--- config.mk ---
export PLATFORM = sky130hd
export DESIGN_NAME = input_conditioner
export DESIGN_NICKNAME = d
export VERILOG_FILES = /design/src/rtl/tt_io_pkg.sv /design/src/rtl/debounce_bit.sv /design/src/rtl/input_conditioner.sv
export SDC_FILE = /design/constraint.sdc
export NUM_CORES = 1
export LEC_CHECK = 0
export ABC_CLOCK_PERIOD_IN_PS = 2400
export CAP_MARGIN = 20
export CORE_MARGIN = 3
export CORE_UTILIZATION = 53
export DETAILED_ROUTE_END_ITERATION = 16
export MAX_ROUTING_LAYER = met4
export PLACE_DENSITY_LB_ADDON = 0.1
export SLEW_MARGIN = 20
export SYNTH_ARGS = -nofsm -noshare
export SYNTH_HDL_FRONTEND = slang
export SYNTH_SLANG_ARGS = --single-unit
--- constraint.sdc ---
create_clock -name clk -period 2.4 [get_ports clk]
set_input_delay 0.48 -clock clk [delete_from_list [all_inputs] [get_ports clk]]
set_output_delay 0.48 -clock clk [all_outputs]
set_load 0.01 [all_outputs]
--- src/rtl/tt_io_pkg.sv ---
// Shared constants and helpers for conditioning the dedicated user inputs.
package tt_io_pkg;

  // Number of dedicated user input pins on the wrapper.
  localparam int unsigned UI_WIDTH = 8;

  // Default debounce window in clock cycles.
  localparam int unsigned DB_CYCLES_DEFAULT = 1000;

  // Counter width needed to hold 0..db_cycles-1; never narrower than one bit.
  function automatic int unsigned cnt_width(input int unsigned db_cycles);
    int unsigned w;
    w = $clog2(db_cycles);
    return (w < 1) ? 1 : w;
  endfunction

endpackage

--- src/rtl/debounce_bit.sv ---
// Single-bit conditioner: 2-flop synchroniser, debounce counter, stable level
// and registered rise/fall pulses.
module debounce_bit
  import tt_io_pkg::*;
#(
  parameter int unsigned DB_CYCLES = DB_CYCLES_DEFAULT
) (
  input  logic clk_i,
  input  logic reset_i,
  input  logic ena_i,
  input  logic raw_i,
  output logic level_o,
  output logic rise_o,
  output logic fall_o,
  // Next-cycle pulse, lets the parent register its OR alongside the pulses.
  output logic pulse_d_o
);

  localparam int unsigned CntW = cnt_width(DB_CYCLES);
  localparam logic [CntW-1:0] CntMax = CntW'(DB_CYCLES - 1);

  logic            sync1_q, sync2_q;
  logic            level_q, level_d;
  logic [CntW-1:0] cnt_q, cnt_d;
  logic            rise_q, rise_d;
  logic            fall_q, fall_d;

  // Debounce next-state: count consecutive mismatches, flip when the window fills.
  always_comb begin
    level_d = level_q;
    cnt_d   = cnt_q;
    rise_d  = 1'b0;
    fall_d  = 1'b0;
    if (!ena_i) begin
      cnt_d = '0;
    end else if (sync2_q == level_q) begin
      cnt_d = '0;
    end else if (cnt_q == CntMax) begin
      level_d = sync2_q;
      cnt_d   = '0;
      rise_d  = sync2_q;
      fall_d  = ~sync2_q;
    end else begin
      cnt_d = cnt_q + CntW'(1);
    end
  end

  // State registers; the synchroniser runs regardless of enable.
  always_ff @(posedge clk_i) begin
    if (reset_i) begin
      sync1_q <= 1'b0;
      sync2_q <= 1'b0;
      level_q <= 1'b0;
      cnt_q   <= '0;
      rise_q  <= 1'b0;
      fall_q  <= 1'b0;
    end else begin
      sync1_q <= raw_i;
      sync2_q <= sync1_q;
      level_q <= level_d;
      cnt_q   <= cnt_d;
      rise_q  <= rise_d;
      fall_q  <= fall_d;
    end
  end

  assign level_o   = level_q;
  assign rise_o    = rise_q;
  assign fall_o    = fall_q;
  assign pulse_d_o = rise_d | fall_d;

endmodule

--- src/rtl/input_conditioner.sv ---
// Conditions the raw user inputs into debounced levels plus edge pulses, and
// flags any edge on any bit with a coincident registered changed_out.
module input_conditioner
  import tt_io_pkg::*;
#(
  parameter int unsigned WIDTH     = UI_WIDTH,
  parameter int unsigned DB_CYCLES = DB_CYCLES_DEFAULT
) (
  input  logic             clk,
  input  logic             reset,
  input  logic             ena,
  input  logic [WIDTH-1:0] raw_in,
  output logic [WIDTH-1:0] level_out,
  output logic [WIDTH-1:0] rise_out,
  output logic [WIDTH-1:0] fall_out,
  output logic             changed_out
);

  logic [WIDTH-1:0] pulse_d;
  logic             changed_q;

  for (genvar i = 0; i < WIDTH; i++) begin : g_bit
    debounce_bit #(
      .DB_CYCLES (DB_CYCLES)
    ) u_debounce_bit (
      .clk_i     (clk),
      .reset_i   (reset),
      .ena_i     (ena),
      .raw_i     (raw_in[i]),
      .level_o   (level_out[i]),
      .rise_o    (rise_out[i]),
      .fall_o    (fall_out[i]),
      .pulse_d_o (pulse_d[i])
    );
  end

  // Register the OR of next-cycle pulses so it lands with the pulses themselves.
  always_ff @(posedge clk) begin
    if (reset) begin
      changed_q <= 1'b0;
    end else begin
      changed_q <= |pulse_d;
    end
  end

  assign changed_out = changed_q;

endmodule

==> impl_metrics.ini, run 1 <==
[outcome]
status = finished clean

[drt]
wl_per_cell_um = 13.2
vias_per_cell = 5.17
ant_nets = 0
drt_iter0_markers = 87
num_vias = 3482
drc = 0
finalWirelength_um = 8870
dr.pass1.iters = 4

[sta]
worst_pin_slew_ns = 0.533
setup-violations-final = 0
skew_ns = 0.00615
hold_violations = 0
min_period_ns = 1.97
fin_crit_sh = 0.821
fmax_ghz = 0.508
final_max_slew_viol_count = 0
setup-tns-final_ns = 0
rsz0062_at_grt = no
slew_headroom = 0.644

[setup_path]
worst-path-buf-inv = 1
path_cells = clkdlybuf4s50_1
cp-endpoint = level_out[1]
crit_type = reg -> out
worst-endpoint-required_ns = 1.92
timing.rr.start = g_bit[5].u_debounce_bit.cnt_q[0]$_SDFF_PP0_
critPathTopFamily = buffers and inverters
crit_path_start = g_bit[1].u_debounce_bit.level_o$_SDFFE_PP0P_
rr_endpoint = g_bit[5].u_debounce_bit.cnt_q[8]$_SDFF_PP0_
cpPeakStageDelay_ns = 0.57
r2r_slack_ns = 0.60
r2r_cells = 5
worstSetupStartpointType = flip-flop
cp_max_fo = 3
crit_path_end_kind = output pin
cp.depth = 1
critical_path.slowest_cell = clkdlybuf4s50_1
critPathArrivalTime_ns = 1.49

[synth]
yosysWarnings = 0
yosysMostFrequentCell = dfxtp_1
synth_top_area_share = 0.486
synth_edf_count = 0
synthDistinctLibCells = 39
synthesis.nets = 547
synth.area.top_cells = dfxtp_1 (49%), xnor2_1 (8.4%), nor2_1 (8.4%)
synthFlopType = dfxtp_1
syn-cell-area_mm2 = 0.00499
syn-instance-count = 528
syn_area_per_cell_um2 = 9.44
yosysTopAreaCell = dfxtp_1
async_flop_share = 0
synth_commonest_cells = dfxtp_1 (121), nor2_1 (111), xnor2_1 (48)
synth-seq-cells = 121
ys_seq_area_frac = 0.486

[cts]
cts.clk_slew.worst_paths_ns = 0.05
cts_tree = done
cts_buffers = 17
cts_resized = 0
clk_latency_ns = 0.51
h-tree-depth = 4
ctsLongestPathBuffers = 2
cts.sinks = 121
hold_buffers = 0
root_buffer = clkbuf_8
postCtsSetupRepairBufs = 0

[place]
dp.cells = 642
place.detailed.hpwl_um = 6170
numPortBuffers = 35
gp_congestion = 0.809

[layout]
diodes = 0
fin_cells = 673
layout-drive-gt1-share = 0.0779
final_net_count = 572
fill_cells = 723
multiInputGateArea_mm2 = 0.00228
regArea_mm2 = 0.00242
area_growth_pct = 17.6

[power_and_ir_drop]
ir_drop_mv = 0.482
p_int_uw = 3660
combPwrFrac = 0.015
p_leak_uw = 0.00199
p_sw_frac = 0.196
power.share.clock = 0.538
seq_power_share = 0.447
power.density_mw_per_mm2 = 777
power_switching_uw = 891

[floorplan]
die_area_mm2 = 0.0106
boundaryPins = 36
fp.coreArea_mm2 = 0.00893
row_count = 34
die_h_um = 103
initial_core_util = 0.558
die_x_um = 103

[hold_path]
hold_path.class = reg -> reg

[global_route]
grt_remaining_overflow = 0
antenna_found_initial = 0
grt_pass1_wl_um = 15500
grt_max_degree = 24
groute.usage.overall = 0.194
grt_pass1_vias = 3439

[flow_run]
max_cap_viol_count = 0
-- routing by layer --
| layer | track usage | up-vias | part of all wire |
|---|---|---|---|
| li1 | - | 1790 | - |
| met1 | 0.230 | 1625 | 0.48 |
| met2 | 0.307 | 51 | 0.47 |
| met3 | 0.0697 | 16 | 0.034 |
| met4 | 0.0667 | 0 | 0.017 |
| met5 | - | - | 0 |
-- metrics by stage --
step                      hold slack [ns]   util  total power [µW]  area, µm²  worst slack (ns)
after floorplan                     0.414      -              2110       4990             0.788
after global placement              0.420  0.591              2150       5280             0.312
after detailed placement            0.421  0.591              2150       5280             0.229
after CTS                           0.434  0.656              4610       5860             0.408
after global routing                0.452  0.656              4720       5860             0.377
final                               0.432  0.656              4550       5860             0.430
-- layout by cell type (no fill, tap or decap), types with 3 or more instances in the layout --
cell and count:
clkbuf_8 6, dfxtp_1 121, buf_4 6, clkdlybuf4s50_1 35
and4b_1 3, nor3b_1 11, nand3_1 33, nor2_1 111
a311o_1 3, clkinv_2 3, and3_1 4, xor2_1 23
mux2i_1 8, nand3b_1 3, nor4_4 3, nor2b_1 17
nand2_1 24, nand4_1 14, ha_1 8, xnor2_1 48
clkbuf_16 16, nor3_1 19, and3b_1 6, inv_1 13
-- power by group through the flow --
stage	logic [µW]	clock network [µW]	registers, µW
floorplan	39.3	0	2080
global placement	69.9	0	2080
detailed placement	71.5	0	2080
CTS	71.6	2500	2040
global route	78.3	2600	2040
finish	70.1	2450	2040
-- kinds of logic (layout without fill, tap and decap cells) --
logic type | count (synthesis) | in the layout | share of synthesized area
flip-flops | 121 | 121 | 0.486
AO/OA/AOI/OAI | 8 | 8 | 0.0146
multiplexers | 8 | 8 | 0.0161
adder cells (fa/ha/maj) | 8 | 8 | 0.0201
XOR/XNOR | 72 | 72 | 0.128
buffers and inverters | 48 | 85 | 0.0565
AND/OR/NAND/NOR | 263 | 263 | 0.279
-- registers in the layout (all words and copies together) (netlist names) --
signal and flops:
g_bit.u_debounce_bit.cnt_q 80, g_bit.u_debounce_bit.sync2_q 8, g_bit.u_debounce_bit.level_o 8, g_bit.u_debounce_bit.rise_o 8, changed_out 1, g_bit.u_debounce_bit.fall_o 8
g_bit.u_debounce_bit.sync1_q 8
-- final cells by class --
cell class | instances | area share
Clock buffer | 24 | 0.0836
Clock inverter | 7 | 0.0154
Inverter | 13 | 0.00832
Multi-Input combinational cell | 359 | 0.389
Sequential cell | 121 | 0.413
Tap cell | 108 | 0.0230
Timing Repair Buffer | 41 | 0.0674
-- worst reg2reg max path: cells and delay by family, from the launching register on --
kind            cells  cell delay (ns)
compound gates      1             0.42
flops               1             0.36
simple gates        3             0.65
fa+ha+maj           1             0.24
-- worst min-delay path by stage --
stage                                                           from                                         end  slack [ns]  depth (start not counted)
after floorplan           g_bit[0].u_debounce_bit.sync1_q$_SDFF_PP0_  g_bit[0].u_debounce_bit.sync2_q$_SDFF_PP0_        0.41                          1
after global placement    g_bit[2].u_debounce_bit.sync1_q$_SDFF_PP0_  g_bit[2].u_debounce_bit.sync2_q$_SDFF_PP0_        0.42                          1
after detailed placement  g_bit[7].u_debounce_bit.sync1_q$_SDFF_PP0_  g_bit[7].u_debounce_bit.sync2_q$_SDFF_PP0_        0.42                          1
after CTS                 g_bit[7].u_debounce_bit.sync1_q$_SDFF_PP0_  g_bit[7].u_debounce_bit.sync2_q$_SDFF_PP0_        0.43                          1
after global routing      g_bit[6].u_debounce_bit.sync1_q$_SDFF_PP0_  g_bit[6].u_debounce_bit.sync2_q$_SDFF_PP0_        0.45                          1
final                     g_bit[7].u_debounce_bit.sync1_q$_SDFF_PP0_  g_bit[7].u_debounce_bit.sync2_q$_SDFF_PP0_        0.43                          1
Note: power is estimated with default switching activity, not from simulation.
==> run 2: changes to the inputs <==
- ABC_CLOCK_PERIOD_IN_PS: 2400 -> 1600
- CORE_UTILIZATION: 53 -> 52
- clock period: 2.4 -> 1.6 ns (I/O delays scaled with it)
==> run 2 against run 1 <==
Highest routed layer unchanged. Power grew 52%. Utilization up 0.74 points. Largest cell class unchanged. Sequential share of layout area down 1.9 points. Largest power group unchanged. Final area up 5.1%. Clock power grew 54%. First-iteration DRC count increased by 70%. Die area increased by 1.8%.
==> impl_metrics.ini, run 2 (same netlist as run 1, synthesis figures left out) <==
[floorplan]
die_h_um = 104
die_area_mm2 = 0.0108
fp.coreArea_mm2 = 0.00928
row_count = 35
initial_core_util = 0.537
die_x_um = 104
boundaryPins = 36

[setup_path]
r2r_cells = 6
worstSetupStartpointType = flip-flop
crit_type = reg -> reg
cp_max_fo = 4
rr_endpoint = g_bit[7].u_debounce_bit.level_o$_SDFFE_PP0P_
timing.rr.start = g_bit[7].u_debounce_bit.cnt_q[0]$_SDFF_PP0_
critical_path.slowest_cell = dfxtp_1
critPathTopFamily = simple AND/OR/NAND/NOR gates
worst-endpoint-required_ns = 2.00
r2r_slack_ns = 0.06
worst-path-buf-inv = 1
critPathArrivalTime_ns = 1.95
crit_path_end_kind = flip-flop
path_cells = ha_2 > nand3_1 > nor4_4 > buf_4 > mux2i_1 > nor2_1
cpPeakStageDelay_ns = 0.37

[power_and_ir_drop]
ir_drop_mv = 0.959
p_leak_uw = 0.00231
power.density_mw_per_mm2 = 1130

[cts]
h-tree-depth = 4
cts.sinks = 121
root_buffer = clkbuf_8
cts.clk_slew.worst_paths_ns = 0.05
cts_tree = done
hold_buffers = 0
ctsLongestPathBuffers = 2
clk_latency_ns = 0.51
cts_buffers = 17

[sta]
slew_headroom = 0.708
skew_ns = 0.00660
setup-tns-final_ns = 0
hold_violations = 0
worst_pin_slew_ns = 0.436
fin_crit_sh = 0.965
min_period_ns = 1.54
final_max_slew_viol_count = 0
setup-violations-final = 0
setup_ws_ns = 0.0562
rsz0062_at_grt = yes
fmax_ghz = 0.648

[drt]
wl_per_cell_um = 12.0
drt_iter0_markers = 148
num_vias = 3560
vias_per_cell = 4.90
finalWirelength_um = 8730
ant_nets = 0
drc = 0
dr.pass1.iters = 4

[place]
place_ws_ns = -0.317
gp_congestion = 0.831
place.detailed.hpwl_um = 6210
dp.cells = 694
numPortBuffers = 35

[layout]
final_common_cell = dfxtp_1
layout-drive-gt1-share = 0.147
regArea_mm2 = 0.00243
final_net_count = 604
diodes = 0
fin_cells = 726
max_flop_register = g_bit.u_debounce_bit.cnt_q
fill_cells = 780
area_growth_pct = 23.6
largest_reg_flops = 80
final_cell_mix = dfxtp_1 (118), nor2_1 (111), xnor2_1 (48)
multiInputGateArea_mm2 = 0.00232
final_core_utilization = 0.664

[hold_path]
hold_depth = 2
hold_path_end = g_bit[7].u_debounce_bit.sync1_q$_SDFF_PP0_
worstHoldStart = raw_in[7]
hold_path.class = in -> reg

[global_route]
grt_max_degree = 19
antenna_found_initial = 0
grt_remaining_overflow = 0
groute.usage.overall = 0.181
grt_pass1_vias = 3513
grt_pass1_wl_um = 15300

[flow_run]
max_cap_viol_count = 0

[outcome]
status = finished clean
-- run 2: cell types whose count changed in the layout (fill, tap and decap cells not counted), moves of 3 or more --
cell             delta
a311o_1             -3
clkinv_2            +3
dfxtp_2             +3
dfxtp_1             -3
clkdlybuf4s50_1    -25
buf_4              +31
dlygate4sd2_1      +25
a311o_2             +3
clkbuf_8            -4
-- run 2: repair_timing --
action	4_1_cts	5_1_grt
hold endpoints to repair	0	0
pin swaps	0	3
setup buffers	0	1
endpoints found under the setup margin	36	32
gates cloned	0	0
gates resized for setup	27	12
-- run 2: worst max-delay path by stage --
| stage | startpoint | endpoint | slack, ns | cells past startpoint |
|---|---|---|---|---|
| floorplan | g_bit[5].u_debounce_bit.cnt_q[0]$_SDFF_PP0_ | g_bit[5].u_debounce_bit.cnt_q[2]$_SDFF_PP0_ | 0.05 | 6 |
| global placement | ena | changed_out$_SDFF_PP0_ | -0.30 | 6 |
| detailed placement | ena | changed_out$_SDFF_PP0_ | -0.32 | 6 |
| CTS | g_bit[4].u_debounce_bit.cnt_q[0]$_SDFF_PP0_ | changed_out$_SDFF_PP0_ | 0.004 | 5 |
| global route | g_bit[7].u_debounce_bit.cnt_q[0]$_SDFF_PP0_ | g_bit[7].u_debounce_bit.level_o$_SDFFE_PP0P_ | -0.07 | 6 |
| finish | g_bit[7].u_debounce_bit.cnt_q[0]$_SDFF_PP0_ | g_bit[7].u_debounce_bit.level_o$_SDFFE_PP0P_ | 0.06 | 6 |
-- run 2: per-stage QoR --
| stage | area (µm²) | hold WS (ns) | power [µW] |
|---|---|---|---|
| final | 6160 | 0.355 | 6940 |
| after floorplan | 4990 | 0.414 | 3170 |
| after global routing | 6160 | 0.342 | 7200 |
| after CTS | 6120 | 0.327 | 7040 |
| after global placement | 5560 | 0.420 | 3230 |
| after detailed placement | 5560 | 0.430 | 3230 |
-- run 2: final cells by class --
class	count	area share
well taps	129	0.0262
clock buffers	21	0.0713
flip-flops and latches	121	0.394
multi-input cells	359	0.377
repair buffers	73	0.100
clock inverters	10	0.0244
inverters	13	0.00792
-- run 2: layer usage --
layer	up-vias	global-route usage	part of all wire
met5	-	-	0
met1	1640	0.210	0.47
met4	0	0.0864	0.019
li1	1860	-	-
met2	44	0.285	0.48
met3	16	0.0590	0.033
-- run 2: report_power, final --
group          total [µW]  switching (µW)  leakage, µW  internal [µW]
Clock                3770            1230     0.000295           2540
Sequential           3050            14.4     0.000979           3040
Combinational         117            56.0      0.00103           60.6
==> run 3: changes to the inputs <==
- ABC_CLOCK_PERIOD_IN_PS: 1600 -> default
- RECOVER_POWER: default -> 50
- SKIP_LAST_GASP: default -> 1
==> run 3 against run 2 <==
Via count is 0.11% higher. Count of clock-buffer cells in the layout stayed put. Non-clock buffer count stayed put. Routed wire length is 0.44% lower. Worst hold slack hardly changed. Global-route usage stayed put. Register-to-register slack worse by 0.05 ns. Combinational power hardly changed. Sequential share of layout area hardly changed. Clock skew is 0.0023 ns higher. Maximum frequency is 2.9% lower.
==> impl_metrics.ini, run 3 (same netlist as run 1, synthesis figures left out) <==
[global_route]
groute.usage.overall = 0.181
grt_remaining_overflow = 0
antenna_found_initial = 0
grt_pass1_wl_um = 15300
grt_max_degree = 19
grt_pass1_vias = 3513

[floorplan]
fp.coreArea_mm2 = 0.00928
die_h_um = 104
initial_core_util = 0.537
row_count = 35
die_x_um = 104
die_area_mm2 = 0.0108
boundaryPins = 36

[setup_path]
crit_type = reg -> reg
cpPeakStageDelay_ns = 0.35
critical_path.slowest_cell = nor4_1
cp_max_fo = 4
path_cells = ha_1 > and3b_1 > and4b_1 > nor4_1 > a21oi_1
critPathArrivalTime_ns = 1.98
worstSetupStartpointType = flip-flop
crit_path_end_kind = flip-flop
worst-endpoint-required_ns = 1.99

[cts]
cts_buffers = 17
clk_latency_ns = 0.51
cts.sinks = 121
cts.clk_slew.worst_paths_ns = 0.05
root_buffer = clkbuf_8
ctsLongestPathBuffers = 2
h-tree-depth = 4
cts_tree = done

[power_and_ir_drop]
p_leak_uw = 0.00231
power.density_mw_per_mm2 = 1130
power_uw = 6940
ir_drop_mv = 0.961

[sta]
final_max_slew_viol_count = 0
slew_headroom = 0.704
setup_ws_ns = 0.0109
setup-violations-final = 0
fmax_ghz = 0.629
min_period_ns = 1.59
setup-tns-final_ns = 0
hold_violations = 0
rsz0062_at_grt = yes
worst_pin_slew_ns = 0.443
fin_crit_sh = 0.993
skew_ns = 0.00889

[flow_run]
max_cap_viol_count = 0

[layout]
layout-drive-gt1-share = 0.142
final_common_cell = dfxtp_1
final_cell_mix = dfxtp_1 (119), nor2_1 (111), xnor2_1 (48)
diodes = 0
largest_reg_flops = 80
fill_cells = 778
area_growth_pct = 23.4
final_net_count = 604
max_flop_register = g_bit.u_debounce_bit.cnt_q

[outcome]
status = finished clean

[drt]
dr.pass1.iters = 4
drt_iter0_markers = 150
drc = 0
wl_per_cell_um = 12.0
finalWirelength_um = 8690
ant_nets = 0
vias_per_cell = 4.91
num_vias = 3564

[place]
numPortBuffers = 35
place_ws_ns = -0.317
place.detailed.hpwl_um = 6210
gp_congestion = 0.831

[hold_path]
hold_path.class = in -> reg
[run 3: cell counts in the layout (fill, tap and decap cells not counted)]
No cell type changed its count.
[run 3: critical path, delay by kind of cell (launching register included)]
kind | cells | cell delay, ns
AO/OA/AOI/OAI | 1 | 0.11
flip-flops | 1 | 0.33
adder cells (fa/ha/maj) | 1 | 0.26
AND/OR/NAND/NOR | 3 | 0.77
[run 3: final cells by class]
class	count	area, µm²	area share
timing repair buffer	73	617	0.100
tap	129	161	0.0262
inverter	13	48.8	0.00793
clock inverter	10	150	0.0244
clock buffer	21	439	0.0714
multi-input combinational	359	2310	0.376
sequential	121	2420	0.394
[run 3: power by group]
| part | internal [µW] | total, µW | switching, µW |
|---|---|---|---|
| clock | 2540 | 3780 | 1240 |
| sequential | 3040 | 3050 | 14.5 |
| combinational | 60.4 | 116 | 55.9 |
[run 3: metal layers]
layer	track usage	vias up	share of wire
met4	0.0864	0	0.019
met3	0.0590	17	0.032
li1	-	1859	-
met2	0.285	43	0.48
met5	-	-	0
met1	0.210	1645	0.47
[run 3: repair_timing]
action,CTS,global route
hold endpoints to repair,0,0
hold buffers,0,0
setup endpoints to repair,36,32
setup buffers,0,1
pin swaps,0,3
gates resized for setup,27,9
[run 3: metrics by stage]
stage	cells	util	area [µm²]	hold WS, ns
global route	726	0.663	6150	0.342
detailed placement	694	0.598	5560	0.430
CTS	725	0.659	6120	0.327
finish	726	0.663	6150	0.356
global placement	694	0.598	5560	0.420
floorplan	528	-	4990	0.414
[run 3: final timing paths]
kind,startpoint,to,slack (ns),cells past startpoint
worst max-delay path,g_bit[4].u_debounce_bit.cnt_q[0]$_SDFF_PP0_,changed_out$_SDFF_PP0_,0.01,5
worst min-delay path,raw_in[7],g_bit[7].u_debounce_bit.sync1_q$_SDFF_PP0_,0.36,2
worst max register to register,g_bit[4].u_debounce_bit.cnt_q[0]$_SDFF_PP0_,changed_out$_SDFF_PP0_,0.01,5
worst min register to register,g_bit[7].u_debounce_bit.sync1_q$_SDFF_PP0_,g_bit[7].u_debounce_bit.sync2_q$_SDFF_PP0_,0.44,1
